### src/rtl/event_dispatch_pkg.sv
`default_nettype none
// +--------------------------------------------------------------------------+
// | event_dispatch_pkg : handle-table entry type, null entry, reset mapping  |
// | Rev 1.0                                                                  |
// +--------------------------------------------------------------------------+
package event_dispatch_pkg;

  localparam int NUM_EV_DEF = 4;
  localparam int NUM_H_DEF  = 4;
  localparam int EW_DEF     = $clog2(NUM_EV_DEF);

  typedef struct packed {
    logic              valid;
    logic [EW_DEF-1:0] idx;
  } map_entry_t;

  localparam map_entry_t MAP_NULL = '{valid: 1'b0, idx: '0};

  // Handles below num_ev start bound to the event of the same number; the rest start null.
  function automatic map_entry_t map_reset(input int unsigned h, input int unsigned num_ev);
    map_entry_t e;
    e = MAP_NULL;
    if (h < num_ev) begin
      e.valid = 1'b1;
      e.idx   = EW_DEF'(h);
    end
    return e;
  endfunction

endpackage
`default_nettype wire

### src/rtl/event_handle_map.sv
`default_nettype none
// +--------------------------------------------------------------------------+
// | event_handle_map : handle -> event table, copy/null write, bypassed read |
// | Rev 1.0                                                                  |
// +--------------------------------------------------------------------------+
module event_handle_map
  import event_dispatch_pkg::*;
#(
  parameter int NUM_EV = NUM_EV_DEF,
  parameter int NUM_H  = NUM_H_DEF,
  parameter int HW     = $clog2(NUM_H)
) (
  input  logic          clk,
  input  logic          rst,
  input  logic          asg_valid,
  input  logic [HW-1:0] asg_dst,
  input  logic [HW-1:0] asg_src,
  input  logic          asg_null,
  input  logic [HW-1:0] lk_handle,
  output map_entry_t    lk_entry
);

  map_entry_t r_map [NUM_H];
  map_entry_t w_wr_entry;

  // Source is read from the table as it stands before this cycle's write.
  assign w_wr_entry = asg_null ? MAP_NULL : r_map[asg_src];

  // A lookup of the handle being written sees the new value in the same cycle.
  assign lk_entry = (asg_valid && (asg_dst == lk_handle)) ? w_wr_entry : r_map[lk_handle];

  always_ff @(posedge clk) begin
    for (int h = 0; h < NUM_H; h++) begin
      if (rst) begin
        r_map[h] <= map_reset(h, NUM_EV);
      end else if (asg_valid && (asg_dst == HW'(h))) begin
        r_map[h] <= w_wr_entry;
      end
    end
  end

endmodule
`default_nettype wire

### src/rtl/event_dispatch.sv
`default_nettype none
// +--------------------------------------------------------------------------+
// | event_dispatch : resolves immediate/delayed handle triggers into event   |
// | fire pulses, sticky seen flags and a saturating dropped-trigger count.   |
// | Rev 1.0                                                                  |
// +--------------------------------------------------------------------------+
module event_dispatch
  import event_dispatch_pkg::*;
#(
  parameter int NUM_EV = NUM_EV_DEF,
  parameter int NUM_H  = NUM_H_DEF,
  parameter int HW     = $clog2(NUM_H),
  parameter int EW     = $clog2(NUM_EV),
  parameter int CNT_W  = 8
) (
  input  logic              clk,
  input  logic              rst,
  input  logic              trig_valid,
  input  logic [HW-1:0]     trig_handle,
  input  logic              trig_delayed,
  input  logic              asg_valid,
  input  logic [HW-1:0]     asg_dst,
  input  logic [HW-1:0]     asg_src,
  input  logic              asg_null,
  input  logic              seen_clr,
  output logic [NUM_EV-1:0] ev_fire,
  output logic [NUM_EV-1:0] ev_seen,
  output logic [CNT_W-1:0]  drop_cnt
);

  map_entry_t        w_res;
  logic              w_imm_fire;
  logic              w_dly_req;
  logic              w_drop;
  logic [NUM_EV-1:0] w_fire_next;

  logic              r_dly_valid;
  logic [EW-1:0]     r_dly_idx;
  logic [NUM_EV-1:0] r_fire;
  logic [NUM_EV-1:0] r_seen;
  logic [CNT_W-1:0]  r_drop;

  event_handle_map #(
    .NUM_EV (NUM_EV),
    .NUM_H  (NUM_H),
    .HW     (HW)
  ) u_map (
    .clk       (clk),
    .rst       (rst),
    .asg_valid (asg_valid),
    .asg_dst   (asg_dst),
    .asg_src   (asg_src),
    .asg_null  (asg_null),
    .lk_handle (trig_handle),
    .lk_entry  (w_res)
  );

  assign w_imm_fire = trig_valid && !trig_delayed && w_res.valid;
  assign w_dly_req  = trig_valid &&  trig_delayed && w_res.valid;
  assign w_drop     = trig_valid && !w_res.valid;

  // Immediate and matured delayed fires OR together, so a collision is one pulse.
  always_comb begin
    w_fire_next = '0;
    if (w_imm_fire)  w_fire_next = w_fire_next | (NUM_EV'(1) << w_res.idx);
    if (r_dly_valid) w_fire_next = w_fire_next | (NUM_EV'(1) << r_dly_idx);
  end

  always_ff @(posedge clk) begin
    if (rst) begin
      r_dly_valid <= 1'b0;
      r_dly_idx   <= '0;
      r_fire      <= '0;
      r_seen      <= '0;
      r_drop      <= '0;
    end else begin
      // Event index is latched now, so later table writes cannot redirect it.
      r_dly_valid <= w_dly_req;
      r_dly_idx   <= w_res.idx;
      r_fire      <= w_fire_next;
      r_seen      <= (r_seen & ~{NUM_EV{seen_clr}}) | w_fire_next;
      if (w_drop && (r_drop != {CNT_W{1'b1}})) begin
        r_drop <= r_drop + CNT_W'(1);
      end
    end
  end

  assign ev_fire  = r_fire;
  assign ev_seen  = r_seen;
  assign drop_cnt = r_drop;

endmodule
`default_nettype wire
### config.mk
export PLATFORM = sky130hd
export DESIGN_NAME = event_dispatch
export DESIGN_NICKNAME = d
export VERILOG_FILES = /design/src/rtl/event_dispatch_pkg.sv /design/src/rtl/event_handle_map.sv /design/src/rtl/event_dispatch.sv
export SDC_FILE = /design/constraint.sdc
export NUM_CORES = 1
export LEC_CHECK = 0
export ABC_AREA = 1
export ABC_CLOCK_PERIOD_IN_PS = 4800
export BUFFER_PORTS_ARGS = -buffer_cell sky130_fd_sc_hd__buf_2
export CORE_AREA = 2 2 72 74
export CTS_CLUSTER_SIZE = 24
export DETAILED_ROUTE_END_ITERATION = 8
export DIE_AREA = 0 0 74 76
export MAX_ROUTING_LAYER = met4
export PLACE_DENSITY = 0.51
export SYNTH_ARGS = -nofsm -noshare
export SYNTH_HDL_FRONTEND = slang
export SYNTH_HIERARCHICAL = 1
export SYNTH_SLANG_ARGS = --single-unit
### constraint.sdc
create_clock -name clk -period 4.8 [get_ports clk]
set_clock_uncertainty 0.1 [all_clocks]
set_input_delay 0.72 -clock clk [delete_from_list [all_inputs] [get_ports clk]]
set_output_delay 0.72 -clock clk [all_outputs]
set_load 0.01 [all_outputs]
==> impl_metrics.ini, run 1 <==
[global_route]
antenna_found_initial = 0
grt_pass1_wl_um = 6200
grt_start_max_net_pins = 17
globalRouteTotalUtil = 0.147
grt-ovfl-total = 0
grt_pass1_vias = 1364

[finish]
fin_nets = 279
diodes = 0
regArea_um2 = 741
fill_cells = 541
area_growth_pct = 18.5
multi_input_area_um2 = 758
final_area_um2 = 1970
drive_above_1_share = 0.222

[placement]
pre_cts_ws_ns = 2.47
place_area_um2 = 1880
finalWeightedCongestion = 0.821
dp_hpwl_um = 2810
port_buffers = 28

[timing]
fin_crit_sh = 0.429
clock.fmax_mhz = 486
setup_tns_ns = 0
hold_viol_final = 0
slew_viol_final = 0
setup_violations = 0
worstMarginPinSlew_ns = 0.453
rsz0062_at_grt = no
post-route-min-period_ns = 2.06
relSlewSlack = 0.698
worst_slack_ns = 2.74

[synthesis]
syn_inst = 232
synth_area_um2 = 1670
synth_top_family_by_area = simple AND/OR/NAND/NOR gates
synth_area_leaders = dfxtp_1 (23%), edfxtp_1 (22%), nand2_1 (14%)
async_flop_share = 0
synthFlopType = dfxtp_1
syn_avg_cell_area_um2 = 7.18
synth-simple-area-share = 0.409
ys_ff_latch = 31
yosys_warnings = 6
syn_nets = 246
synth_edf_count = 12
ys_seq_area_frac = 0.445
synth_xor_area_frac = 0
synth_fa_ha_area_frac = 0.00751
post-synth-top-count-cell = nand2_1
yosysUniqueCellTypes = 25
yosysTopAreaCell = dfxtp_1
synth_top_area_share = 0.228
synthMuxAreaShare = 0
synth_compound_area_frac = 0.0391
synth_commonest_cells = nand2_1 (63), inv_1 (33), nand3_1 (33), nor2_1 (27), dfxtp_1 (19)

[status]
outcome = finished, final reports clean

[cts]
clk_pin_slew_ns = 0.07
cts_sinks = 31
clock_latency_ns = 0.28
cts_tree = done
cts-buffers-inserted = 5
cts_root_buf = clkbuf_8
cts_max_path_buffers = 2
cts_hold_buf = 0
post_cts_buffers = 0
post_cts_resized = 0
htree_levels = 2

[floorplan]
die_w_um = 74
die_y_um = 76
dieArea_um2 = 5620
rows = 26
core_um2 = 4910
io_pins = 29
initial_core_util = 0.339

[setup_path]
crit_chain = buf_2, inv_2, nand2_1, nand3_2, nor2_4, inv_2, nand2_1, nand2_1, inv_2, nand2_1, nor2_2, nand2_1, nor3_1, nor2_1
crit_path_top_delay_cell = buf_2
crit_buf_inv = 4
worstPathMaxFanout = 10
crit_family = simple AND/OR/NAND/NOR gates
cp_data_required_time_ns = 4.88
cpMostUsedCell = nand2_1
worst_setup_path_end_kind = register
arrival_ns = 2.13
r2r_start = u_map/r_map[0][2]
path_depth = 14
start_kind = input pin
rr_worst_depth = 10
r2r-end = drop_cnt[7]
rrSetupSlack_ns = 3.03
slowest_delay_ns = 0.19
path_class = in -> reg

[routing]
vias_per_cell = 4.46
wire_per_inst_um = 10.7
drt_iter0_markers = 80
wl_met2_um = 1650
drt-met1-wl_um = 1730
route.detailed.drc = 0
first_pass_iters = 4
via_count = 1498
ant_nets = 0
wl_met3_um = 173
wl_um = 3610
top_layer = met4

[min_path]
hp-class = reg -> reg
holdCritStartpoint = ev_seen[2]
holdPathEnd = ev_seen[2]
holdPathStages = 2

[pwr]
total_power_uw = 574
power_density_nw_per_um2 = 291
power_leakage_uw = 0.00100
peakVddDrop_mv = 0.178

[job]
max_cap_viol_count = 0
## power breakdown
| part | leakage [uW] | switching [uW] | total, uW | internal [uW] |
|---|---|---|---|---|
| clock network | 0.0000492 | 98.0 | 213 | 115 |
| registers | 0.000257 | 6.00 | 289 | 283 |
| logic | 0.000699 | 49.1 | 72.7 | 23.7 |
## layer usage
metal	vias to the layer above	global-route usage
met4	0	0.0509
met5	-	-
li1	799	-
met3	7	0.0370
met1	664	0.188
met2	28	0.224
## placed cells by master, fill, tap and decap left out, types with 2 or more instances in the layout
cell	synthesis	routed
buf_2	1	28
o21ai_1	3	3
a21oi_1	2	2
nand2_4	2	2
inv_1	33	33
nand3_1	33	33
inv_2	7	7
nand3_2	2	2
dfxtp_1	19	19
nor2_1	27	27
nand2_2	6	6
o211ai_1	2	2
nor2_2	2	2
edfxtp_1	12	12
nand2_1	63	63
o21ai_0	2	2
clkbuf_8	0	6
nor2_4	3	3
clkinv_1	1	2
nand4_1	5	5
nor3_1	2	2
## final cells by class
cell class	count	area share
multi-input combinational	158	0.384
sequential	31	0.375
inverter	41	0.0780
timing repair buffer	28	0.0710
tap	70	0.0444
clock buffer	6	0.0419
clock inverter	2	0.00507
## logic make-up after synthesis
group	Yosys count
fa+ha+maj	1
compound gates	11
simple gates	146
buf+inv	43
flops	31
## registers in the layout, summed over array words and instances, names as in the netlist
name,cells
u_map/r_map,12
drop_cnt,8
ev_fire,4
ev_seen,4
r_dly_idx,2
r_dly_valid,1
## how the worst max path moves through the flow
stage,to,slack (ns),from
2_1_floorplan,drop_cnt[7],2.71,trig_handle[0]
3_3_place_gp,drop_cnt[7],2.50,trig_handle[0]
3_5_place_dp,drop_cnt[7],2.47,trig_handle[0]
4_1_cts,drop_cnt[7],2.76,trig_handle[0]
5_1_grt,drop_cnt[7],2.57,trig_handle[0]
6_report,drop_cnt[7],2.74,trig_handle[0]
## worst reg2reg max path: stages (launching register included)
cell      delay [ns]
edfxtp_1        0.42
o211ai_1        0.22
nand2_1         0.10
nand2_1         0.07
nand2_1         0.10
inv_2           0.08
nand2_1         0.10
nor2_2          0.19
nand2_1         0.09
nor3_1          0.14
nor2_1          0.06
## stage by stage
step,cells,utilization,hold slack (ns)
2_1_floorplan,232,-,0.390
3_3_place_gp,328,0.383,0.361
3_5_place_dp,328,0.383,0.358
4_1_cts,336,0.402,0.371
5_1_grt,336,0.402,0.399
6_report,336,0.402,0.367
No activity file was read; power rests on OpenSTA's default activity.
==> run 2: changes to the inputs <==
ABC_CLOCK_PERIOD_IN_PS = 1850   (was 4800)
PLACE_DENSITY = 0.52   (was 0.51)
clock period = 1.85 ns   (was 4.8 ns; I/O delays follow)
==> run 2 against run 1 <==
  * Clock-buffer cell count increased by 1
  * Hold slack worse by 0.21 ns
  * Non-clock buffer count increased by 5
  * Sequential power increased to 2.6 times the previous value
  * Critical path depth decreased by 2
  * Wire length grew 1.1%
  * Die area unchanged
  * Cell area is 3.6% higher
  * Worst setup slack worse by 2.5 ns
  * Critical path type is now reg -> reg
  * Critical endpoint is now drop_cnt[5]
  * Largest cell class unchanged
==> impl_metrics.ini, run 2 (same netlist as run 1, synthesis figures left out) <==
[floorplan]
die_w_um = 74
rows = 26
dieArea_um2 = 5620
io_pins = 29
die_y_um = 76
initial_core_util = 0.339
core_um2 = 4910

[min_path]
hp-class = in -> reg
holdPathStages = 3

[cts]
cts_sinks = 31
htree_levels = 2
clk_pin_slew_ns = 0.07
clock_latency_ns = 0.28
cts_root_buf = clkbuf_8
cts-buffers-inserted = 5
cts_tree = done
cts_max_path_buffers = 2

[finish]
layout_commonest_cell = nand2_1
final_area_um2 = 2040
fin_nets = 284
diodes = 0
fill_cells = 544
final_cells = 341
largest_register = u_map/r_map
drive_above_1_share = 0.244
largest_register_ffs = 12
area_growth_pct = 22.7
layout_common_cells = nand2_1 (62), inv_1 (33), nand3_1 (33), buf_2 (28), nor2_1 (27)

[global_route]
antenna_found_initial = 0
grt_pass1_vias = 1468
grtUsageMet1 = 0.189
grt_busiest_layer = met2
grt-ovfl-total = 0
globalRouteTotalUtil = 0.148
met3_usage = 0.0317
grt_start_max_net_pins = 17
met2_usage = 0.229
grt_pass1_wl_um = 6310

[routing]
drt_iter0_markers = 55
wire_per_inst_um = 10.7
ant_nets = 0
via_count = 1532
wl_um = 3650
route.detailed.drc = 0
first_pass_iters = 4
vias_per_cell = 4.49

[timing]
holdWs_ns = 0.153
post-route-min-period_ns = 1.63
hold_viol_final = 0
fin_crit_sh = 0.884
slew_viol_final = 0
rsz0062_at_grt = no
worstMarginPinSlew_ns = 0.471
setup_violations = 0
worst_slack_ns = 0.215
relSlewSlack = 0.685
clock.fmax_mhz = 612

[placement]
finalWeightedCongestion = 0.800
placed_cells = 333
place_area_um2 = 1920
port_buffers = 28
dp_hpwl_um = 2890
pre_cts_ws_ns = -0.0146

[job]
max_cap_viol_count = 0

[setup_path]
start_kind = register
crit_start = u_map/r_map[3][2]
worst_setup_path_end_kind = register
cp_data_required_time_ns = 1.97
worstPathMaxFanout = 2
rr_worst_depth = 12
critPathCapture = drop_cnt[5]
r2r-end = drop_cnt[5]
r2r_start = u_map/r_map[3][2]
arrival_ns = 1.75
rrSetupSlack_ns = 0.22
path_class = reg -> reg

[pwr]
total_power_uw = 1580
peakVddDrop_mv = 0.426
power_leakage_uw = 0.00104
power_density_nw_per_um2 = 772

[status]
outcome = finished, final reports clean
-- run 2: cell type report --
cell class                 instances  area (um2)  area share
inverter                          41         154      0.0753
timing repair buffer              33         178      0.0870
multi-input combinational        158         771       0.377
clock inverter                     1        5.00     0.00245
tap                               70        87.6      0.0429
clock buffer                       7         108      0.0527
sequential                        31         741       0.363
-- run 2: routing by layer --
layer  vias to the layer above  part of all wire
met3                         6             0.035
met2                        19              0.47
met5                         -                 0
met4                         0             0.015
li1                        810                 -
met1                       697              0.48
-- run 2: how the worst min path moves through the flow --
stage	slack (ns)	endpoint	start
after floorplan	0.25	r_dly_valid	rst
after global placement	0.36	ev_seen[2]	ev_seen[2]
after detailed placement	0.37	ev_seen[2]	ev_seen[2]
after CTS	0.14	r_dly_valid	trig_delayed
after global routing	0.17	r_dly_valid	trig_delayed
final	0.15	r_dly_valid	trig_delayed
-- run 2: critical path, cell delays in order (launching register included) --
cell	delay, ns
edfxtp_1	0.37
inv_1	0.09
nand2_1	0.05
nand3_1	0.09
nand2_1	0.08
nand3_1	0.10
nand2_1	0.09
buf_4	0.15
nor2_4	0.13
nand3_1	0.09
nor2_1	0.11
nor2_1	0.04
nor2_1	0.09
-- run 2: what timing repair did --
| item | CTS | global route |
|---|---|---|
| gates resized for setup | 0 | 3 |
| hold buffers | 0 | 0 |
| buffers inserted | 0 | 0 |
| setup endpoints to repair | 0 | 3 |
-- run 2: report_power, final --
group	internal [uW]	switching, uW	total [uW]
clock	381	247	628
combinational	70.8	130	201
sequential	733	16.2	750
total	1190	393	1580
-- run 2: per-stage QoR --
step           utilization  setup TNS (ns)
2_1_floorplan            -               0
3_3_place_gp         0.390               0
3_5_place_dp         0.390         -0.0146
4_1_cts              0.413               0
5_1_grt              0.416               0
6_report             0.416               0
==> run 3: changes to the inputs <==
ABC_AREA = default   (was 1)
CORE_AREA = 2 2 70 72   (was 2 2 72 74)
DIE_AREA = 0 0 72 74   (was 0 0 74 76)
GPL_ROUTABILITY_DRIVEN = 0   (was default)
==> run 3 against run 2 <==
  * The flow now finishes with violations (setup timing)
  * Hold slack better by 0.034 ns
  * Via count fell by 17%
  * Sequential cell count is the same
  * Fmax down 23%
  * Die area fell by 5.3%
  * Worst setup slack got worse by 0.48 ns
  * Area after synthesis fell by 8.1%
  * Clock power shrank 6.4%
  * Global-route usage shrank 0.62 points
  * Total power fell by 1.2%
  * Sequential share of layout area down 1.6 points
  * Critical path type unchanged
==> impl_metrics.ini, run 3 <==
[finish]
drive_above_1_share = 0.443
largest_register = u_map/r_map
fin_nets = 214
diodes = 0
area_growth_pct = 39.7
final_area_um2 = 2140
layout_commonest_cell = buf_2
largest_register_ffs = 12
layout_common_cells = buf_2 (28), buf_4 (23), dfxtp_1 (19), nor2_1 (16), edfxtp_1 (12)

[placement]
place_area_um2 = 1890
port_buffers = 28
dp_hpwl_um = 2660
pre_cts_ws_ns = -0.324

[cts]
cts_max_path_buffers = 2
htree_levels = 2
cts_sinks = 31
cts_tree = done
clock_latency_ns = 0.28
clk_pin_slew_ns = 0.06
cts-buffers-inserted = 5
cts_root_buf = clkbuf_8
cts_hold_buf = 0

[setup_path]
slowest_delay_ns = 0.50
rrSetupSlack_ns = -0.26
r2r-end = drop_cnt[5]
crit_buf_inv = 1
crit_chain = mux4_2, inv_2, mux2i_4, nor2b_4, nand4_4, or4_4, a21oi_2
crit_path_top_delay_cell = or4_4
start_kind = register
cp_data_required_time_ns = 1.96
path_class = reg -> reg
worstPathMaxFanout = 4
arrival_ns = 2.23
worst_setup_path_end_kind = register
r2r_start = u_map/r_map[0][2]
crit_family = simple AND/OR/NAND/NOR gates
rr_worst_depth = 7

[global_route]
globalRouteTotalUtil = 0.142
grt_pass1_vias = 1211
grt_start_max_net_pins = 26
met2_usage = 0.241
met3_usage = 0.0379
grt_pass1_wl_um = 5390
grt-ovfl-total = 0
antenna_found_initial = 0
grtUsageMet1 = 0.145
grt_busiest_layer = met2

[synthesis]
synth_commonest_cells = dfxtp_1 (19), nor2_1 (16), edfxtp_1 (12), nand2_1 (12), mux2i_1 (11)
syn_inst = 142
syn_avg_cell_area_um2 = 10.8
syn_nets = 156
ys_seq_area_frac = 0.484
post-synth-top-count-cell = dfxtp_1
synth_edf_count = 12
async_flop_share = 0
yosys_warnings = 6
yosysUniqueCellTypes = 46
synth_top_area_share = 0.249
synthFlopType = dfxtp_1
yosysTopAreaCell = dfxtp_1
synth_area_um2 = 1530
synth_area_leaders = dfxtp_1 (25%), edfxtp_1 (24%), mux2i_1 (7.2%)
ys_ff_latch = 31

[routing]
first_pass_iters = 4
via_count = 1278
vias_per_cell = 5.01
route.detailed.drc = 0
wire_per_inst_um = 13.2
ant_nets = 0
drt_iter0_markers = 57
wl_um = 3370

[status]
violations = setup timing
outcome = finished with violations

[timing]
worst_slack_ns = -0.265
hold_viol_final = 0
clock.fmax_mhz = 473
fin_crit_sh = 1.14
post-route-min-period_ns = 2.11
relSlewSlack = 0.660
rsz0062_at_grt = yes
worstMarginPinSlew_ns = 0.510
slew_viol_final = 0
setup_tns_ns = -1.62
setup_violations = 15

[min_path]
hp-class = in -> reg
holdCritStartpoint = seen_clr
holdPathStages = 3
holdPathEnd = ev_seen[0]

[floorplan]
io_pins = 29
die_y_um = 74
core_um2 = 4600
initial_core_util = 0.333
dieArea_um2 = 5330
rows = 25
die_w_um = 72

[job]
max_cap_viol_count = 0

[pwr]
total_power_uw = 1560
power_leakage_uw = 0.000894
power_density_nw_per_um2 = 730
peakVddDrop_mv = 0.305
run 3: changes by cell type after synthesis, moves of 4 or more:
cell / change
nand2_1: -51
o21bai_1: +4
inv_2: -7
nor2_1: -11
inv_1: -25
mux2i_1: +11
nand4_1: -4
nand3_1: -30
nand2_2: -6
run 3: layer usage:
| metal | vias to the layer above | share of wire |
|---|---|---|
| met2 | 30 | 0.53 |
| met3 | 9 | 0.049 |
| li1 | 631 | - |
| met1 | 608 | 0.39 |
| met5 | - | 0 |
| met4 | 0 | 0.030 |
run 3: cell families (layout without fill, tap and decap cells):
family | Yosys count | after routing | share of synthesized area
DFF | 31 | 31 | 0.484
AOI/OAI and AO/OA | 24 | 24 | 0.111
buffers and inverters | 12 | 71 | 0.0376
muxes | 14 | 14 | 0.119
and+or+nand+nor | 56 | 56 | 0.218
xor gates and xnor gates | 4 | 4 | 0.0229
adders and majority gates | 1 | 1 | 0.00818
run 3: layout make-up:
cell class	count	area (um2)
repair buffers	55	358
clock buffers	8	101
fillers	441	2460
inverters	8	30.0
flip-flops and latches	31	741
well taps	54	67.6
multi-input cells	99	840
run 3: worst max-delay path by stage:
stage / start / to / slack, ns / cells past startpoint
2_1_floorplan: u_map/r_map[3][2] / drop_cnt[5] / -0.17 / 7
3_3_place_gp: trig_handle[0] / drop_cnt[5] / -0.24 / 8
3_5_place_dp: trig_handle[0] / drop_cnt[3] / -0.32 / 8
4_1_cts: u_map/r_map[0][2] / drop_cnt[5] / -0.29 / 7
5_1_grt: u_map/r_map[0][2] / drop_cnt[5] / -0.36 / 7
6_report: u_map/r_map[0][2] / drop_cnt[5] / -0.26 / 7
run 3: report_power, final:
| group | internal, uW | switching [uW] | total [uW] |
|---|---|---|---|
| logic | 117 | 110 | 227 |
| registers | 732 | 13.5 | 745 |
| clock network | 348 | 240 | 588 |
| total | 1200 | 363 | 1560 |
run 3: stage by stage:
step / hold WS [ns] / util / std cells
floorplan: 0.343 / - / 142
global placement: 0.332 / 0.412 / 242
detailed placement: 0.338 / 0.412 / 242
CTS: 0.181 / 0.444 / 252
global route: 0.202 / 0.465 / 255
finish: 0.187 / 0.465 / 255
run 3: worst min-delay path, stage by stage:
cell	delay (ns)
buf_2	0.09
nand2b_1	0.09
a21oi_1	0.05
run 3: repair_timing:
action                     in CTS  in global routing
pin swaps                       3                  4
gates resized for setup         7                 14
setup buffers                   2                  5
setup endpoints to repair      13                 16
